[src/rtl/imm_ext_arbiter.sv]
// imm_ext_arbiter: round-robin arbiter sharing one combinational immediate
// extender between NUM_REQ requesters, with a single-entry response register.
module imm_ext_arbiter #(
  parameter  int unsigned NUM_REQ = 2,
  parameter  int unsigned TAG_W   = 4,
  localparam int unsigned ID_W    = $clog2(NUM_REQ)
) (
  input  logic                     i_clk,
  input  logic                     i_rst_n,
  input  logic                     i_flush,
  input  logic [NUM_REQ-1:0]       i_req_valid,
  input  logic [NUM_REQ*32-1:0]    i_req_instr,
  input  logic [NUM_REQ*3-1:0]     i_req_imm_src,
  input  logic [NUM_REQ*TAG_W-1:0] i_req_tag,
  output logic [NUM_REQ-1:0]       o_req_ready,
  output logic [31:0]              o_ext_instr,
  output logic [2:0]               o_ext_imm_src,
  input  logic [31:0]              i_ext_immediate,
  output logic                     o_rsp_valid,
  output logic [ID_W-1:0]          o_rsp_id,
  output logic [TAG_W-1:0]         o_rsp_tag,
  output logic [31:0]              o_rsp_immediate,
  output logic                     o_rsp_illegal,
  input  logic                     i_rsp_ready
);

  localparam int unsigned LAST_ID = NUM_REQ - 1;

  typedef enum logic {EMPTY = 1'b0, FULL = 1'b1} state_t;

  state_t            state_q;
  state_t            state_d;
  logic [ID_W-1:0]   ptr_q;
  logic              slot_free;
  logic              gnt_any;
  logic [ID_W-1:0]   gnt_idx;
  logic [ID_W-1:0]   cand;
  logic [NUM_REQ-1:0] gnt;
  logic [TAG_W-1:0]  gnt_tag;

  // Pick the first valid requester at or after the round-robin pointer.
  always_comb begin
    gnt_any   = 1'b0;
    gnt_idx   = '0;
    cand      = '0;
    slot_free = (state_q == EMPTY) || i_rsp_ready;
    if (slot_free && !i_flush && i_rst_n) begin
      for (int unsigned i = 0; i < NUM_REQ; i++) begin
        cand = ID_W'((32'(ptr_q) + i) % NUM_REQ);
        if (!gnt_any && i_req_valid[cand]) begin
          gnt_any = 1'b1;
          gnt_idx = cand;
        end
      end
    end
  end

  // One-hot grant and mux of the granted requester's fields onto the extender.
  always_comb begin
    gnt           = '0;
    o_ext_instr   = 32'h0;
    o_ext_imm_src = 3'b000;
    gnt_tag       = '0;
    for (int unsigned k = 0; k < NUM_REQ; k++) begin
      if (gnt_any && (gnt_idx == ID_W'(k))) begin
        gnt[k]        = 1'b1;
        o_ext_instr   = i_req_instr[32*k +: 32];
        o_ext_imm_src = i_req_imm_src[3*k +: 3];
        gnt_tag       = i_req_tag[TAG_W*k +: TAG_W];
      end
    end
    o_req_ready = gnt;
  end

  // Response slot state register.
  always_ff @(posedge i_clk) begin
    if (!i_rst_n) begin
      state_q <= EMPTY;
    end else begin
      state_q <= state_d;
    end
  end

  // Next-state: flush empties, grant fills, drain without grant empties.
  always_comb begin
    state_d = state_q;
    if (i_flush) begin
      state_d = EMPTY;
    end else if (gnt_any) begin
      state_d = FULL;
    end else if ((state_q == FULL) && i_rsp_ready) begin
      state_d = EMPTY;
    end
  end

  // Output decode of the slot state.
  always_comb begin
    o_rsp_valid = (state_q == FULL);
  end

  // Round-robin pointer moves past the winner on each grant.
  always_ff @(posedge i_clk) begin
    if (!i_rst_n) begin
      ptr_q <= '0;
    end else if (gnt_any) begin
      ptr_q <= (gnt_idx == ID_W'(LAST_ID)) ? '0 : gnt_idx + 1'b1;
    end
  end

  // Capture the extender result and request identity on the grant edge.
  always_ff @(posedge i_clk) begin
    if (!i_rst_n) begin
      o_rsp_id        <= '0;
      o_rsp_tag       <= '0;
      o_rsp_immediate <= 32'h0;
      o_rsp_illegal   <= 1'b0;
    end else if (gnt_any) begin
      o_rsp_id        <= gnt_idx;
      o_rsp_tag       <= gnt_tag;
      o_rsp_immediate <= i_ext_immediate;
      o_rsp_illegal   <= (o_ext_imm_src > 3'd4);
    end
  end

endmodule

[config.mk]
export PLATFORM = sky130hd
export DESIGN_NAME = imm_ext_arbiter
export DESIGN_NICKNAME = d
export VERILOG_FILES = /design/src/rtl/imm_ext_arbiter.sv
export SDC_FILE = /design/constraint.sdc
export NUM_CORES = 1
export LEC_CHECK = 0
export ABC_CLOCK_PERIOD_IN_PS = 3800
export CAP_MARGIN = 10
export CORE_MARGIN = 2
export CORE_UTILIZATION = 32
export DETAILED_ROUTE_END_ITERATION = 6
export PLACE_DENSITY = 0.92
export SYNTH_ARGS = -nofsm -noshare
export SYNTH_HDL_FRONTEND = slang
export SYNTH_SLANG_ARGS = --single-unit
[constraint.sdc]
create_clock -name i_clk -period 3.8 [get_ports i_clk]
set_clock_uncertainty 0.1 [all_clocks]
set_input_delay 0.38 -clock i_clk [delete_from_list [all_inputs] [get_ports i_clk]]
set_output_delay 0.38 -clock i_clk [all_outputs]
set_load 0.01 [all_outputs]
# Word-level counts from Yosys, hierarchy flattened
# Cells that the tools add are included.
dict set report classes {
  n_reduce_logical 11
  add_sub_neg 2
  magnitude_cmp 3
  n_mux 22
  n_bitwise 3
}
# op n
set op_table {}
lappend op_table {{$mux W32} 2}
lappend op_table {{$mux W1} 16}
lappend op_table {{$mux W4} 2}
lappend op_table {{$logic_and A1 B1 Y1} 6}
lappend op_table {{$mux W3} 2}
lappend op_table {{$lt A1 B2 Y1 const B} 2}
lappend op_table {{$gt A3 B3 Y1 const B} 1}
lappend op_table {{$not A1 Y1} 3}
lappend op_table {{$add A1 B1 Y1 const B} 2}
lappend op_table {{$logic_not A1 Y1} 2}
lappend op_table {{$reduce_bool A2 Y1} 1}
lappend op_table {{$reduce_or A2 Y1} 1}
lappend op_table {{$logic_or A1 B1 Y1} 1}
dict set report totals {
  reg_bits 40
  out_inout_bits 76
}

# Longest topological paths before layout
dict set report logic_depth {
  word_depth 14
  depth_mapped 5
  ltp_nobuf 4
}

# Worst setup path before layout
# No wires, ideal clock.
dict set report synth_path {
  path_kind {input-to-output}
  from {input i_flush}
  to {output o_ext_instr[13]}
  arrival_time_ns 1.294
  t_required_ns 3.320
  path_slack_ns 2.026
  path_buffers 2
  path_stages 5
  path_cell_list {and2b_1 and4_4 buf_6 buf_4 a22o_1}
}
dict set report synth_via {
  elab_chain_cells 8
  word_cells_on_any_way 10
}
# element line_no
set synth_rtl {}
lappend synth_rtl {{from (decl)} 10} ;# input logic i_flush,
lappend synth_rtl {{$logic_not A1 Y1 *} 47} ;# if (slot_free && !i_flush && i_rst_n) begin
lappend synth_rtl {{$logic_and A1 B1 Y1 * (2 in series)} 47}
lappend synth_rtl {{$mux W1} 47}
lappend synth_rtl {{$not A1 Y1} 65} ;# if (gnt_any && (gnt_idx == ID_W'(k))) begin
lappend synth_rtl {{$logic_and A1 B1 Y1} 65}
lappend synth_rtl {{$mux W32} 65}
lappend synth_rtl {{$mux W32 *} 65}
lappend synth_rtl {{to (decl)} 16} ;# output logic [31:0] o_ext_instr,
# Every way passes the cells marked *; elsewhere a longest branch is shown, timed or not.

# Final worst setup path
dict set report layout_path {
  from {input i_req_valid[0]}
  to {output o_ext_instr[1]}
}
dict set report layout_via {
  elab_chain_cells 12
  word_cells_on_any_way 18
}
# element line_no
set layout_rtl {}
lappend layout_rtl {{from (decl)} 11} ;# input logic [NUM_REQ-1:0] i_req_valid,
lappend layout_rtl {{$mux W1 (implied by the code) (2 in series)} 50} ;# if (!gnt_any && i_req_valid[cand]) begin
lappend layout_rtl {{$mux W1} 50}
lappend layout_rtl {{$mux W1} 47}
lappend layout_rtl {{$logic_not A1 Y1} 50}
lappend layout_rtl {{$logic_and A1 B1 Y1} 50}
lappend layout_rtl {{$mux W1} 50}
lappend layout_rtl {{$mux W1} 47}
lappend layout_rtl {{$not A1 Y1} 65}
lappend layout_rtl {{$logic_and A1 B1 Y1} 65}
lappend layout_rtl {{$mux W32} 65}
lappend layout_rtl {{$mux W32 *} 65}
# Every way passes the cells marked *; elsewhere a longest branch is shown, timed or not. The select of a mux whose other input is x is not followed.

==> flow_summary.ini <==
[run_status]
status = finished clean

[placed_design]
place_inst = 477
place_ws_ns = 0.7615
dp_hpwl_mm = 6.123
gp_congestion = 0.8900
port_buffers = 191

[grt]
grt_max_degree = 42
grt_pass1_vias = 2354
overflow = 0
grt_pass1_wl_mm = 12.48
antenna_found_initial = 0
grtUsageTotal_pct = 22.11

[timing]
post-route-period-util_pct = 80.56
grt_setup_unrepaired = no
setup_tns_ns = 0
tightest_slew_ns = 0.4410
setup_violations = 0
period_needed_ns = 3.061
slew-limit-headroom_pct = 70.60
final-hold-violation-count = 0
drv_slew = 0
fmaxAchievable_mhz = 326.7
setup_slack_ns = 0.7387
holdWs_ns = 0.3526

[setup_path]
worstSetupStartpointType = input port
reg2reg_depth = 4
arrival_ns = 2.58
worstSetupPathType = in -> out
worstReg2RegStart = ptr_q$_SDFFE_PN0P_
end_kind = output port
required_ns = 3.32
cp-startpoint = i_req_valid[0]
critPathMaxFanout = 33

[hold_path]
hold_class = reg -> reg
holdPathStages = 2
hold_start = o_rsp_immediate[2]$_SDFFE_PN0P_

[detailed_routing]
routedWlPerCell_um = 16.31
drc = 0
ant_nets = 0
vias = 2411
wirelength_mm = 7.910
initialDrtViolationCount = 93
firstDrtPassIters = 4
routed_via_density = 4.971

[logic_synthesis]
synth_cell_types = 27
synthCells = 226
ys_seq_area_share_pct = 40.25
avgSynthCellArea_um2 = 8.803
yosys_warnings = 0
ys_ff_latch = 40
synthesis.nets = 342
synth_area_um2 = 1989

[clock_network]
cts_tree = yes
clk_pin_slew_ns = 0.08
clock_sinks = 40
clock_latency_ns = 0.28
clock-root-buffer = clkbuf_8
cts_htree_levels = 2
cts_buffers = 5
post_cts_resize_count = 0
post_cts_buffers = 0
clock_path_buffers = 2
hold_buffers = 0

[final_layout]
multi_input_area_um2 = 1051
drive_gt1_share_pct = 4.634
final_cell_mix = clkdlybuf4s50_1, nand2_1, dfxtp_1
fin_nets = 525
antenna_cells = 0
fillerInstances = 464
final_common_cell = clkdlybuf4s50_1
area_delta_synth_final_pct = 100.8
instances_no_fill = 485
seq_area_um2 = 800.8

[run]
max-cap-violations = 0

[pwr]
p_leak_nw = 1.452
p_per_area_nw_per_um2 = 278.3
ir_drop_mv = 0.1857

[floorplanning]
rows = 28
core_um2 = 5956
die_area_um2 = 6863
num_io_pins = 192
die_w_um = 82.85
start_util_pct = 33.40
die_height_um = 82.85
stage by stage:
stage	instance area [um2]	util, %	total power [W]
after floorplan	1989	-	0.0005652
after global placement	3880	65.15	0.0007642
after detailed placement	3880	65.15	0.0007700
after CTS	3995	67.08	0.001126
after global routing	3995	67.08	0.001164
final	3995	67.08	0.001112
cells by family after synthesis:
logic type             after synthesis  synth area share (%)
buffers and inverters               18                 6.918
DFF                                 40                 40.25
and+or+nand+nor                     82                 18.99
AOI/OAI and AO/OA                   86                 33.84
cell type report:
class                   count  share of cell area [%]
clock buffers               5                   1.723
multi-input cells         168                   26.31
clock inverters             3                   1.159
repair buffers            194                   48.42
flip-flops and latches     40                   20.04
well taps                  75                   2.349
Yosys cell counts, drive strengths merged:
| library cell | count | area [um2] |
|---|---|---|
| a21oi | 6 | 30.03 |
| a32o | 1 | 10.01 |
| nor3b | 2 | 31.28 |
| a22oi | 6 | 45.04 |
| buf | 15 | 126.4 |
| nor2b | 1 | 6.260 |
| o211ai | 1 | 21.27 |
| nand2b | 3 | 21.27 |
| nor2 | 7 | 45.05 |
| dfxtp | 40 | 800.8 |
| a32oi | 1 | 8.760 |
| o21ai | 6 | 30.03 |
| a22o | 32 | 280.3 |
| and4 | 1 | 11.26 |
| clkbuf | 3 | 11.26 |
| and2 | 1 | 7.510 |
| a21boi | 33 | 247.7 |
| and2b | 1 | 7.510 |
| nand2 | 66 | 247.7 |
final timing paths:
kind	endpoint	slack [ns]
worst max register to register	o_rsp_tag[3]$_SDFFE_PN0P_	2.20
worst min register to register	o_rsp_immediate[2]$_SDFFE_PN0P_	0.35
worst max-delay path	o_ext_instr[1]	0.74
worst min-delay path	o_rsp_immediate[2]$_SDFFE_PN0P_	0.35
layer usage:
layer	GRT usage (%)	part of all wire, %
met3	6.859	9.6
met1	26.87	39
met2	37.17	49
met4	7.154	1.9
met5	0	0
state kept, by name, indices dropped and copies added, names as in the netlist:
name             cells
o_rsp_valid          1
o_rsp_illegal        1
o_rsp_tag            4
o_rsp_id             1
ptr_q                1
o_rsp_immediate     32
power by group:
group	switching, W	total [W]	leakage [nW]	internal, W
logic	0.000110	0.000313	1.07	0.000202
registers	0.00000988	0.000448	0.327	0.000438
clock network	0.000153	0.000351	0.0548	0.000198
worst max-delay path, cell delays in order:
cell,delay (ns)
clkdlybuf4s50_1,0.59
nand2b_1,0.15
and2_2,0.27
nor2_8,0.36
a22o_1,0.24
clkdlybuf4s50_1,0.57
No activity file was read; power rests on OpenSTA's default activity.
